File: config.mk
export PLATFORM = sky130hd
export DESIGN_NAME = if_fetch_unit
export DESIGN_NICKNAME = d
export VERILOG_FILES = /design/src/rtl/if_pkg.sv /design/src/rtl/if_fifo.sv /design/src/rtl/if_fetch_unit.sv
export SDC_FILE = /design/constraint.sdc
export NUM_CORES = 1
export LEC_CHECK = 0
export BUFFER_PORTS_ARGS = -buffer_cell sky130_fd_sc_hd__buf_2
export CAP_MARGIN = 20
export CORE_AREA = 2 2 161 241
export CTS_CLUSTER_SIZE = 24
export DETAILED_ROUTE_END_ITERATION = 8
export DIE_AREA = 0 0 163 243
export PLACE_DENSITY = 0.67
export SETUP_SLACK_MARGIN = 0.05
export SLEW_MARGIN = 20
export SYNTH_ARGS = -nofsm -noshare
export SYNTH_HDL_FRONTEND = slang
export SYNTH_SLANG_ARGS = --single-unit
File: constraint.sdc
create_clock -name clk -period 3.85 [get_ports clk]
set_input_delay 0.385 -clock clk [delete_from_list [all_inputs] [get_ports clk]]
set_output_delay 0.385 -clock clk [all_outputs]
set_load 0.01 [all_outputs]
File: src/rtl/if_pkg.sv
// Shared types and constants for the instruction-fetch front end.
// Used by if_fifo and if_fetch_unit.
package if_pkg;

    localparam int InstAddrBus = 32;
    localparam int InstBus     = 32;

    typedef logic [InstAddrBus-1:0] inst_addr_t;
    typedef logic [InstBus-1:0]     inst_t;

    localparam inst_t      IF_NOP_INST = 32'h0;
    localparam inst_addr_t PC_INC      = 32'd4;

    typedef enum logic [1:0] {
        S_IDLE  = 2'd0,
        S_RUN   = 2'd1,
        S_DRAIN = 2'd2
    } if_state_e;

    typedef struct packed {
        inst_addr_t pc;
        inst_t      inst;
    } if_id_t;

endpackage

File: src/rtl/if_fifo.sv
// Synchronous FIFO with occupancy count and flush.
// Serves both the prefetch buffer and the in-flight pc queue.
module if_fifo #(
    parameter int WIDTH = 32,
    parameter int DEPTH = 4,
    localparam int AW = $clog2(DEPTH),
    localparam int CW = AW + 1
) (
    input  logic             clk,
    input  logic             rst,
    input  logic             flush,
    input  logic             push,
    input  logic [WIDTH-1:0] push_data,
    input  logic             pop,
    output logic [WIDTH-1:0] pop_data,
    output logic [CW-1:0]    count,
    output logic             full,
    output logic             empty
);

    logic [WIDTH-1:0] mem [DEPTH];
    logic [AW-1:0]    wptr;
    logic [AW-1:0]    rptr;
    logic             do_push;
    logic             do_pop;

    assign empty    = (count == '0);
    assign full     = (count == CW'(DEPTH));
    assign do_pop   = pop & ~empty;
    assign do_push  = push & (~full | do_pop);
    assign pop_data = mem[rptr];

    always_ff @(posedge clk or negedge rst) begin
        if (!rst) begin
            wptr  <= '0;
            rptr  <= '0;
            count <= '0;
        end else if (flush) begin
            wptr  <= '0;
            rptr  <= '0;
            count <= '0;
        end else begin
            if (do_push) wptr <= wptr + AW'(1);
            if (do_pop)  rptr <= rptr + AW'(1);
            count <= count + CW'(do_push) - CW'(do_pop);
        end
    end

    always_ff @(posedge clk) begin
        if (do_push && !flush) mem[wptr] <= push_data;
    end

endmodule

File: src/rtl/if_fetch_unit.sv
// Fetch front end: PC generation, req/gnt ROM issue, prefetch FIFO, IF/ID register.
// Define IF_REDIRECT_EN to add redirect_i/redirect_pc_i with response discard.
module if_fetch_unit
    import if_pkg::*;
#(
    parameter inst_addr_t RESET_PC   = 32'h0000_0000,
    parameter int         FIFO_DEPTH = 4
) (
    input  logic                   clk,
    input  logic                   rst,
    output logic                   rom_req_o,
    output logic [InstAddrBus-1:0] rom_addr_o,
    input  logic                   rom_gnt_i,
    input  logic                   rom_rvalid_i,
    input  logic [InstBus-1:0]     rom_rdata_i,
    input  logic                   stall_i,
`ifdef IF_REDIRECT_EN
    input  logic                   redirect_i,
    input  logic [InstAddrBus-1:0] redirect_pc_i,
`endif
    output logic [InstAddrBus-1:0] pc_o,
    output logic [InstBus-1:0]     inst_o,
    output logic                   inst_valid_o
);

    localparam int CW = $clog2(FIFO_DEPTH) + 1;

    if_state_e  state;
    if_state_e  state_nx;
    inst_addr_t pc;
    inst_addr_t q_head;
    inst_addr_t redirect_pc;
    if_id_t     f_in;
    if_id_t     f_out;
    logic       redirect;
    logic       fire;
    logic       resp;
    logic       keep;
    logic       bypass;
    logic       f_push;
    logic       f_pop;
    logic       f_empty;
    logic       f_full;
    logic       q_empty;
    logic       q_full;
    logic [CW-1:0] discard;
    logic [CW-1:0] inflight;
    logic [CW-1:0] fifo_count;
    logic [CW:0]   occ;

`ifdef IF_REDIRECT_EN
    assign redirect    = redirect_i;
    assign redirect_pc = redirect_pc_i;

    // Every response already owed at redirect time belongs to the old path.
    always_ff @(posedge clk or negedge rst) begin
        if (!rst)
            discard <= '0;
        else if (redirect)
            discard <= inflight - CW'(resp);
        else if (resp && discard != '0)
            discard <= discard - CW'(1);
    end
`else
    assign redirect    = 1'b0;
    assign redirect_pc = RESET_PC;
    assign discard     = '0;
`endif

    assign occ    = {1'b0, inflight} + {1'b0, fifo_count};
    assign fire   = rom_req_o & rom_gnt_i;
    assign resp   = rom_rvalid_i & ~q_empty;
    assign keep   = resp & (discard == '0);
    assign bypass = ~redirect & ~stall_i & f_empty & keep;
    assign f_pop  = ~redirect & ~stall_i & ~f_empty;
    assign f_push = keep & ~bypass & ~redirect & ~f_full;
    assign f_in   = {q_head, rom_rdata_i};

    if_fifo #(
        .WIDTH ($bits(if_id_t)),
        .DEPTH (FIFO_DEPTH)
    ) u_prefetch (
        .clk       (clk),
        .rst       (rst),
        .flush     (redirect),
        .push      (f_push),
        .push_data (f_in),
        .pop       (f_pop),
        .pop_data  (f_out),
        .count     (fifo_count),
        .full      (f_full),
        .empty     (f_empty)
    );

    if_fifo #(
        .WIDTH (InstAddrBus),
        .DEPTH (FIFO_DEPTH)
    ) u_inflight (
        .clk       (clk),
        .rst       (rst),
        .flush     (1'b0),
        .push      (fire),
        .push_data (pc),
        .pop       (resp),
        .pop_data  (q_head),
        .count     (inflight),
        .full      (q_full),
        .empty     (q_empty)
    );

    always_ff @(posedge clk or negedge rst) begin
        if (!rst)
            state <= S_IDLE;
        else
            state <= state_nx;
    end

    always_comb begin
        state_nx = state;
        unique case (state)
            S_IDLE:  state_nx = S_RUN;
            S_RUN:   if (redirect && inflight != '0) state_nx = S_DRAIN;
            S_DRAIN: if (inflight == '0) state_nx = S_RUN;
            default: state_nx = S_IDLE;
        endcase
    end

    // Credit rule keeps outstanding plus buffered words within the FIFO.
    always_comb begin
        rom_req_o  = (state == S_RUN) & ~redirect & ~q_full
                   & (occ < (CW+1)'(FIFO_DEPTH));
        rom_addr_o = pc;
    end

    always_ff @(posedge clk or negedge rst) begin
        if (!rst)
            pc <= RESET_PC;
        else if (redirect)
            pc <= redirect_pc;
        else if (fire)
            pc <= pc + PC_INC;
    end

    always_ff @(posedge clk or negedge rst) begin
        if (!rst) begin
            pc_o         <= '0;
            inst_o       <= IF_NOP_INST;
            inst_valid_o <= 1'b0;
        end else if (redirect) begin
            pc_o         <= '0;
            inst_o       <= IF_NOP_INST;
            inst_valid_o <= 1'b0;
        end else if (stall_i) begin
            pc_o         <= pc_o;
            inst_o       <= inst_o;
            inst_valid_o <= inst_valid_o;
        end else if (!f_empty) begin
            pc_o         <= f_out.pc;
            inst_o       <= f_out.inst;
            inst_valid_o <= 1'b1;
        end else if (bypass) begin
            pc_o         <= q_head;
            inst_o       <= rom_rdata_i;
            inst_valid_o <= 1'b1;
        end else begin
            pc_o         <= '0;
            inst_o       <= IF_NOP_INST;
            inst_valid_o <= 1'b0;
        end
    end

endmodule

==> results of run 1 <==
## state kept, by name, summed over array words and instances, names as in the netlist
signal / cells
inst_o: 32
inst_valid_o: 1
pc_o: 30
rom_addr_o: 30
state: 1
u_inflight.count: 3
u_inflight.mem: 120
u_inflight.rptr: 2
u_inflight.wptr: 2
u_prefetch.count: 3
u_prefetch.mem: 248
u_prefetch.rptr: 2
u_prefetch.wptr: 2
## logic make-up (layout without fill, tap and decap cells)
group	count (synthesis)	count (layout)	synth area share [%]
compound gates	129	129	3.93
xor+xnor	39	39	1.84
fa+ha+maj	17	17	1.23
buf+inv	79	250	2.30
flops	476	476	74.2
mux	93	93	11.2
other cells	2	6	0.0405
simple gates	175	175	5.17
## worst paths after layout
| kind | to | slack (ps) | depth (start not counted) |
|---|---|---|---|
| worst max-delay path | u_inflight.mem[3][19] | 1390 | 5 |
| worst min-delay path | u_prefetch.mem[1][8] | 70 | 1 |
| worst max register to register | u_inflight.mem[3][19] | 1390 | 5 |
| worst min register to register | inst_o[16] | 480 | 2 |
| max in group asynchronous | u_prefetch.rptr[0] | 2540 | 3 |
| min in group asynchronous | inst_o[8] | 460 | 2 |
## cell usage after synthesis (3+ instances only)
library cell / n
buf_2: 14
o21ai_0: 30
dfrtp_1: 108
and3_1: 35
mux4_2: 92
xnor2_1: 36
xor2_1: 3
nor3_1: 4
clkbuf_1: 23
edfxtp_1: 368
ha_1: 15
a22oi_1: 30
buf_4: 11
a21oi_1: 33
nand3_1: 9
buf_1: 5
buf_6: 5
inv_1: 18
and2_1: 9
and3_2: 3
o21ai_1: 34
nor2_1: 5
nand4_1: 21
nand2_1: 74
## cells in the final DEF (no fill, tap or decap), types with 5 or more instances in the layout
| cell type | netlist | final |
|---|---|---|
| mux4_2 | 92 | 92 |
| edfxtp_1 | 368 | 368 |
| a21oi_1 | 33 | 33 |
| ha_1 | 15 | 15 |
| xnor2_1 | 36 | 36 |
| clkinv_2 | 0 | 12 |
| buf_4 | 11 | 15 |
| dfrtp_1 | 108 | 105 |
| clkbuf_16 | 0 | 45 |
| nor2_1 | 5 | 5 |
| nand3_1 | 9 | 9 |
| nand2_1 | 74 | 74 |
| o21ai_1 | 34 | 34 |
| clkinv_1 | 0 | 5 |
| a22oi_1 | 30 | 30 |
| inv_1 | 18 | 18 |
| buf_12 | 0 | 9 |
| and3_1 | 35 | 35 |
| buf_2 | 14 | 128 |
| o21ai_0 | 30 | 30 |
| conb_1 | 2 | 5 |
| clkbuf_1 | 23 | 9 |
| and2_1 | 9 | 5 |
| nand4_1 | 21 | 21 |
## critical path: cells and delay by family, from the launching register on
family / cells / cell delay (ps)
AND/OR/NAND/NOR: 3 / 930
flip-flops: 1 / 460
buffers and inverters: 1 / 400
adder cells (fa/ha/maj): 1 / 310
## final cells by class
class                      instances  area share [%]
timing repair buffer             153            4.46
clock buffer                      57            5.68
sequential                       476            65.1
inverter                          18           0.320
antenna                            1          0.0118
multi-input combinational        458            20.7
clock inverter                    22           0.876
tap                              489            2.89
## power groups by stage
stage | logic (mW) | registers, mW | clock network [mW]
6_report | 4.05 | 7.59 | 4.18
4_1_cts | 4.16 | 7.63 | 4.27
2_1_floorplan | 2.90 | 7.51 | 0
3_5_place_dp | 4.14 | 7.73 | 0
3_3_place_gp | 4.09 | 7.67 | 0
5_1_grt | 4.47 | 7.73 | 4.48
## repair_timing
action | 4_1_cts | 5_1_grt
hold endpoints to repair | 50 | 0
gates resized for setup | 0 | 0
hold buffers | 1 | 0
## layer usage
| metal | GRT usage, % | vias to the layer above | share of wire (%) |
|---|---|---|---|
| met5 | 0 | - | 0 |
| met4 | 6.17 | 0 | 2.6 |
| li1 | - | 4236 | - |
| met2 | 34.2 | 214 | 54 |
| met1 | 23.2 | 4814 | 40 |
| met3 | 2.51 | 56 | 3.8 |
==> flow_summary.ini, run 1 <==
[outcome]
outcome = complete, no violations

[clock_network]
cts-root-buf = clkbuf_16
clock-sinks = 476
clk_pin_slew_worst_paths_ps = 60
cts_made_buffers = 43
clock_path_buffers = 3
h-tree-depth = 2
cts_tree = yes
insertion_delay_ps = 540
cts_setup_buffers = 0

[die]
core_area_mm2 = 0.0376
start_util_pct = 49.3
rows = 87
die_h_um = 243
die_w_um = 163
io_pins = 135
design.die.area_mm2 = 0.0396

[synth]
synthCells = 1010
synth.avg_cell_area_um2 = 18.3
async_flop_share_pct = 22.7
ys_seq_elements = 476
yosysTopAreaCell = edfxtp_1
synthTopCellsByArea = edfxtp_1 60%, dfrtp_1 15%, mux4_2 11%
synthesis.area_mm2 = 0.0185
ys_warn_count = 0
synth_top_area_share_pct = 59.7
synth-edff-count = 368
ys_seq_area_share_pct = 74.2
yosys_most_used_dff = edfxtp_1
ys_types = 43

[timing]
tns_ps = 0
finalSetupViolCount = 0
finalCritPeriodShare_pct = 63.8
setup_ws_ps = 1390
slew_violations = 0
rsz0062_at_grt = false
worst_pin_slew_ps = 809
timing.hold.ws_ps = 68.6
finalHoldViolations = 0
skew_ps = 18.3
max_freq_ghz = 0.407
relSlewSlack_pct = 46.1
fin_crit_ps = 2460

[drt]
detail_route.wl_per_cell_um = 21.6
drt_iter0_drc = 594
via_per_inst = 5.57
drt-total-wl_mm = 36.1
vias = 9320
firstDrtPassIters = 5
ant_nets = 0
drc = 0

[min_path]
hp-start = rom_rdata_i[8]
hp-class = primary input to flip-flop

[final_layout]
seqCellArea_mm2 = 0.0138
fillerInstances = 2881
final_nets = 1204
area_delta_synth_final_pct = 14.1
multi_input_area_mm2 = 0.00438
final_area_mm2 = 0.0211
fin_cells = 1674
final_util_pct = 56.3
drive_gt1_share_pct = 27.9

[worst_setup_path]
end_kind = flip-flop
slowest_delay_ps = 460
worstPathArrival_ps = 2650
crit_fanout = 24
timing.rr.start = u_prefetch.count[2]
required_ps = 4050
worst_setup_path_start_kind = flip-flop
critical_path_class = flip-flop to flip-flop
slowest_stage = dfrtp_1
cp_cell_sequence = ha_1 > nor4b_2 > and4_4 > and2_1 > buf_4
crit_start = u_prefetch.count[2]

[grt]
grt_pass1_vias = 9737
grtUsageTotal_pct = 18.9
overflow = 0
antenna_found_initial = 1
grt_max_degree = 77
grt_first_pass_wirelength_mm = 56.7

[placed_design]
dp_hpwl_mm = 22.0
place_ws_ps = 1380
numPlacedInstances = 1593
io_buffers = 130
gp_congestion = 0.748
placed_cell_area_mm2 = 0.0197

[power]
ir_drop_uv = 336
p_int_mw = 11.2
p_leak_nw = 7.82
p_total_mw = 15.8
sw_frac_of_total_pct = 29.4
comb_power_share_pct = 25.6
clock_power_share_pct = 26.4
p_sw_mw = 4.64
power.density_mw_per_mm2 = 748
p_seq_share_pct = 48.0

[job]
max_cap_viol_count = 0
Power figures use the tool's default switching activity.
==> run 2: changes to the inputs <==
ABC_AREA = 1   (was default)
CORE_AREA = 2 2 162 243   (was 2 2 161 241)
DIE_AREA = 0 0 164 245   (was 0 0 163 243)
PLACE_DENSITY = 0.7   (was 0.67)
clock period = 2.2 ns   (was 3.85 ns; I/O delays follow)
==> run 2 against run 1 <==
Net effect:
- routed wire length is 17% higher
- first-iteration DRC count is 77% higher
- largest power group unchanged
- sequential power is 73% higher
==> flow_summary.ini, run 2 <==
[grt]
grtUsageTotal_pct = 21.2
overflow = 0
antenna_found_initial = 1
grt_pass1_vias = 12400
grt_first_pass_wirelength_mm = 66.2
grt_max_degree = 126

[worst_setup_path]
worstPathArrival_ps = 2540
slowest_stage = dfrtp_1
cp_cell_sequence = buf_4 > inv_2 > nand2_4 > nand2_2 > inv_2 > ha_1 > inv_1 > ha_1 > inv_1 > fa_2 > xnor2_2 > xor2_1
worst_setup_path_start_kind = flip-flop
required_ps = 2630
slowest_delay_ps = 410
critical_path_class = flip-flop to flip-flop
end_kind = flip-flop
crit_fanout = 6

[synth]
yosysTopAreaCell = edfxtp_1
synth.avg_cell_area_um2 = 12.1
ys_seq_area_share_pct = 73.2
synth_top_area_share_pct = 58.8
synthCells = 1556
yosys_most_used_dff = edfxtp_1
synth_mux_area_share_pct = 0
ys_warn_count = 0
synth-simple-area-share_pct = 13.1
synth_most_common_cell = edfxtp_1
synthXorXnorAreaFrac_pct = 1.30
async_flop_share_pct = 22.7
synth_top_family_by_area = simple AND/OR/NAND/NOR gates
synthTopCellsByArea = edfxtp_1 59%, dfrtp_1 14%, nand2_1 5.5%
synthesis.area_mm2 = 0.0188
ys_top_cells_by_count = 368 x edfxtp_1, 277 x nand2_1, 241 x nor2_1
synth-edff-count = 368
ys_seq_elements = 476
synth_compound_area_share_pct = 8.10
ys_types = 26
synth-adder-area-share_pct = 1.21

[timing]
finalHoldViolations = 0
max_freq_ghz = 0.475
finalSetupViolCount = 0
slew_violations = 0
setup_ws_ps = 96.1
fin_crit_ps = 2100
rsz0062_at_grt = true
finalCritPeriodShare_pct = 95.6
worst_pin_slew_ps = 799
tns_ps = 0
timing.hold.ws_ps = 34.2
skew_ps = 29.0
relSlewSlack_pct = 46.8

[final_layout]
final_common_cell = edfxtp_1
drive_gt1_share_pct = 15.4
final_nets = 1776
fin_cells = 2252
largest_reg_flops = 248
area_delta_synth_final_pct = 17.6
reg.largest.list = u_prefetch.mem: 248 flops, u_inflight.mem: 120 flops, inst_o: 32 flops
fillerInstances = 2979
final_util_pct = 57.8
final_cell_mix = 368 x edfxtp_1, 274 x nand2_1, 229 x nor2_1, 191 x o21ai_0, 128 x buf_2
top_register = u_prefetch.mem
final_area_mm2 = 0.0221

[clock_network]
clock-sinks = 476
h-tree-depth = 2
clock_path_buffers = 3
cts-root-buf = clkbuf_16
cts_tree = yes
clk_pin_slew_worst_paths_ps = 70
cts_made_buffers = 42
insertion_delay_ps = 560

[drt]
vias = 12400
drt_iter0_drc = 1051
ant_nets = 0
via_per_inst = 5.51
drc = 0
firstDrtPassIters = 7
drt-total-wl_mm = 42.4
detail_route.wl_per_cell_um = 18.8

[die]
design.die.area_mm2 = 0.0402
core_area_mm2 = 0.0382
die_w_um = 164
rows = 88
io_pins = 135
die_h_um = 245
start_util_pct = 49.2

[min_path]
hp-class = primary input to flip-flop

[outcome]
outcome = complete, no violations

[placed_design]
dp_hpwl_mm = 24.5
numPlacedInstances = 2134
placed_cell_area_mm2 = 0.0202
gp_congestion = 0.777
place_ws_ps = 59.9
io_buffers = 130

[power]
power.density_mw_per_mm2 = 1330
ir_drop_uv = 866
p_total_mw = 29.4
p_leak_nw = 8.49

[job]
max_cap_viol_count = 0
## run 2: path summary, 6_finish.rpt
kind	slack, ps	depth (start not counted)	to	startpoint
worst max register to register	100	12	u_prefetch.count[2]	u_prefetch.count[2]
worst min-delay path	30	3	pc_o[13]	stall_i
worst min register to register	490	2	inst_o[31]	inst_o[31]
min in group asynchronous	190	2	rom_addr_o[31]	rst
max in group asynchronous	1290	3	inst_o[5]	rst
worst max-delay path	100	12	u_prefetch.count[2]	u_prefetch.count[2]
## run 2: layer usage
layer | share of wire [%] | vias to the layer above | global-route usage [%]
met5 | 0 | - | 0
met4 | 3.3 | 0 | 8.41
met3 | 4.9 | 81 | 2.72
met2 | 53 | 373 | 37.8
met1 | 39 | 6163 | 26.1
li1 | - | 5785 | -
## run 2: kinds of logic after synthesis
kind of cell / after synthesis
simple gates: 614
flops: 476
compound gates: 282
buf+inv: 137
xor+xnor: 28
fa+ha+maj: 17
other cells: 2
## run 2: critical path, delay by kind of cell (launching register included)
family | cells | cell delay, ps
buf+inv | 5 | 380
fa+ha+maj | 3 | 740
xor+xnor | 2 | 280
flops | 1 | 410
simple gates | 2 | 180
## run 2: what timing repair did
action | 4_1_cts | 5_1_grt
endpoints found under the setup margin | 3 | 138
pin swaps | 3 | 6
hold endpoints to repair | 189 | 0
resized for setup | 5 | 9
setup buffers | 2 | 4
hold buffers | 33 | 0
## run 2: layout make-up
class                      count  area, um^2  area share [%]
clock buffer                  59        1280            5.79
multi-input combinational    946        4560            20.6
clock inverter                19         164           0.742
antenna                        1        2.50          0.0113
tap                          495         619            2.80
sequential                   476       13800            62.3
inverter                      51         193           0.872
timing repair buffer         205        1520            6.88
## run 2: where the power goes
part / switching, mW / total (mW) / leakage, nW / internal (mW)
Sequential: 0.874 / 13.1 / 4.84 / 12.2
Combinational: 5.81 / 8.69 / 2.93 / 2.88
Clock: 3.20 / 7.62 / 0.722 / 4.42
Total: 9.89 / 29.4 / 8.49 / 19.5
==> run 3: changes to the inputs <==
CTS_BUF_LIST = sky130_fd_sc_hd__clkbuf_2 sky130_fd_sc_hd__clkbuf_4 sky130_fd_sc_hd__clkbuf_8   (was default)
RECOVER_POWER = 50   (was default)
==> run 3 against run 2 <==
Net effect:
- the run now ends with capacitance limit, slew limit left
- worst setup slack worse by 4.4 ps
- non-clock buffer count is 4 higher
- flip-flop and latch count stayed put
- clock skew is 1.1 ps lower
- utilization is 0.24 points lower
- power is 1.1% lower
- routed wire length is 0.13% lower
- combinational power is 2% lower
- cell area is 0.42% lower
- fmax is 0.21% lower
- largest power group unchanged
==> flow_summary.ini, run 3 (synthesized netlist as in run 2, its figures left out) <==
[outcome]
outcome = complete, but fails checks
violations = capacitance limit, slew limit

[final_layout]
final_common_cell = edfxtp_1
drive_gt1_share_pct = 10.6
area_delta_synth_final_pct = 17.1
final_cell_mix = 368 x edfxtp_1, 274 x nand2_1, 231 x nor2_1, 191 x o21ai_0, 128 x clkbuf_1
top_register = u_prefetch.mem
final_util_pct = 57.6
largest_reg_flops = 248
final_nets = 1807
n_antenna_cell = 0
reg.largest.list = u_prefetch.mem: 248 flops, u_inflight.mem: 120 flops, inst_o: 32 flops
fin_cells = 2303

[drt]
drt-total-wl_mm = 42.4
via_per_inst = 5.44
vias = 12500
firstDrtPassIters = 5
drt_iter0_drc = 914
detail_route.wl_per_cell_um = 18.4
ant_nets = 0
drc = 0

[placed_design]
gp_congestion = 0.777
dp_hpwl_mm = 24.5
numPlacedInstances = 2134
io_buffers = 130

[power]
p_leak_nw = 8.14
ir_drop_uv = 678
power.density_mw_per_mm2 = 1320

[clock_network]
insertion_delay_ps = 630
cts-root-buf = clkbuf_8
clock_path_buffers = 3
cts_made_buffers = 69
cts_tree = yes
h-tree-depth = 3
clock-sinks = 476
clk_pin_slew_worst_paths_ps = 60

[worst_setup_path]
slowest_delay_ps = 390
required_ps = 1980
critical_path_class = flip-flop to output pin
worstPathArrival_ps = 1890
path_common_cell = buf_6
worst_setup_path_start_kind = flip-flop
slowest_stage = dfrtp_1
path_delay_family = flip-flops
crit_buf_inv = 4
end_kind = output pin
crit_fanout = 2
cp_cell_sequence = ha_1 > inv_1 > nand2_1 > nor2_2 > nand3_2 > buf_6 > inv_2 > buf_6

[timing]
max_freq_ghz = 0.474
rsz0062_at_grt = true
relSlewSlack_pct = -2.64
worst_pin_slew_ps = 1540
skew_ps = 27.9
slew_violations = 63
finalSetupViolCount = 0
finalHoldViolations = 0
finalCritPeriodShare_pct = 95.8
fin_crit_ps = 2110

[grt]
grt_pass1_vias = 12600
grtUsageTotal_pct = 21.5
grt_first_pass_wirelength_mm = 66.5
grt_max_degree = 126
antenna_found_initial = 0
overflow = 0

[die]
core_area_mm2 = 0.0382
start_util_pct = 49.2
io_pins = 135
die_w_um = 164
rows = 88
die_h_um = 245
design.die.area_mm2 = 0.0402

[min_path]
hp-class = primary input to flip-flop

[job]
max_cap_viol_count = 1
-- run 3: cell count changes in the layout (fill, tap and decap cells not counted), moves of 7 or more --
cell / before / now
clkbuf_4: 0 / 25
buf_2: 128 / 3
buf_4: 25 / 18
clkbuf_1: 5 / 128
clkbuf_16: 46 / 0
clkbuf_8: 8 / 79
-- run 3: what timing repair did --
action / 4_1_cts / 5_1_grt
pin swaps: 3 / 6
resized for setup: 4 / 8
buffers inserted: 2 / 6
hold buffers: 35 / 0
endpoints found under the setup margin: 1 / 125
endpoints found under the hold margin: 198 / 0
-- run 3: worst paths after layout --
check	start	depth (start not counted)	slack, ps	endpoint
max	u_prefetch.count[2]	8	90	rom_req_o
min	rom_gnt_i	4	150	u_inflight.count[0]
max reg2reg	u_prefetch.count[2]	12	110	u_prefetch.count[2]
min reg2reg	inst_o[31]	2	490	inst_o[31]
max in group asynchronous	rst	3	710	inst_o[26]
min in group asynchronous	rst	2	310	rom_addr_o[30]
-- run 3: layout make-up --
class / instances / area, um^2
fill: 3052 / 16200
sequential: 476 / 13800
multi-input combinational: 946 / 4560
timing repair buffer: 209 / 1390
clock buffer: 104 / 1270
tap: 495 / 619
clock inverter: 22 / 213
inverter: 51 / 193
-- run 3: stage by stage --
step / power (mW) / setup slack, ps / area (um^2) / hold slack, ps / TNS [ps]
3_5_place_dp: 21.8 / 59.9 / 20200 / 244 / 0
4_1_cts: 29.3 / -21.6 / 22100 / 92.2 / -21.6
6_report: 29.1 / 91.7 / 22000 / 152 / 0
5_1_grt: 30.8 / -33.3 / 22000 / 144 / -87.8
2_1_floorplan: 18.6 / -210 / 18900 / -75.6 / -35980
3_3_place_gp: 21.4 / 140 / 20200 / 238 / 0
-- run 3: metal layers --
layer / GRT usage [%] / share of wire [%] / routed length, um
met1: 25.5 / 39 / 16500
met2: 38.8 / 54 / 22800
met3: 3.73 / 5.0 / 2100
met4: 8.02 / 2.3 / 970
met5: 0 / 0 / 0
-- run 3: where the power goes --
group / leakage [nW] / total [mW] / internal, mW / switching (mW)
clock: 0.783 / 7.44 / 4.19 / 3.25
sequential: 4.84 / 13.1 / 12.2 / 0.889
combinational: 2.52 / 8.54 / 2.72 / 5.81
-- run 3: tightest hold or removal path, stage by stage --
cell and delay, ps:
buf_2 120, inv_1 50, nor2_1 180, ha_1 160
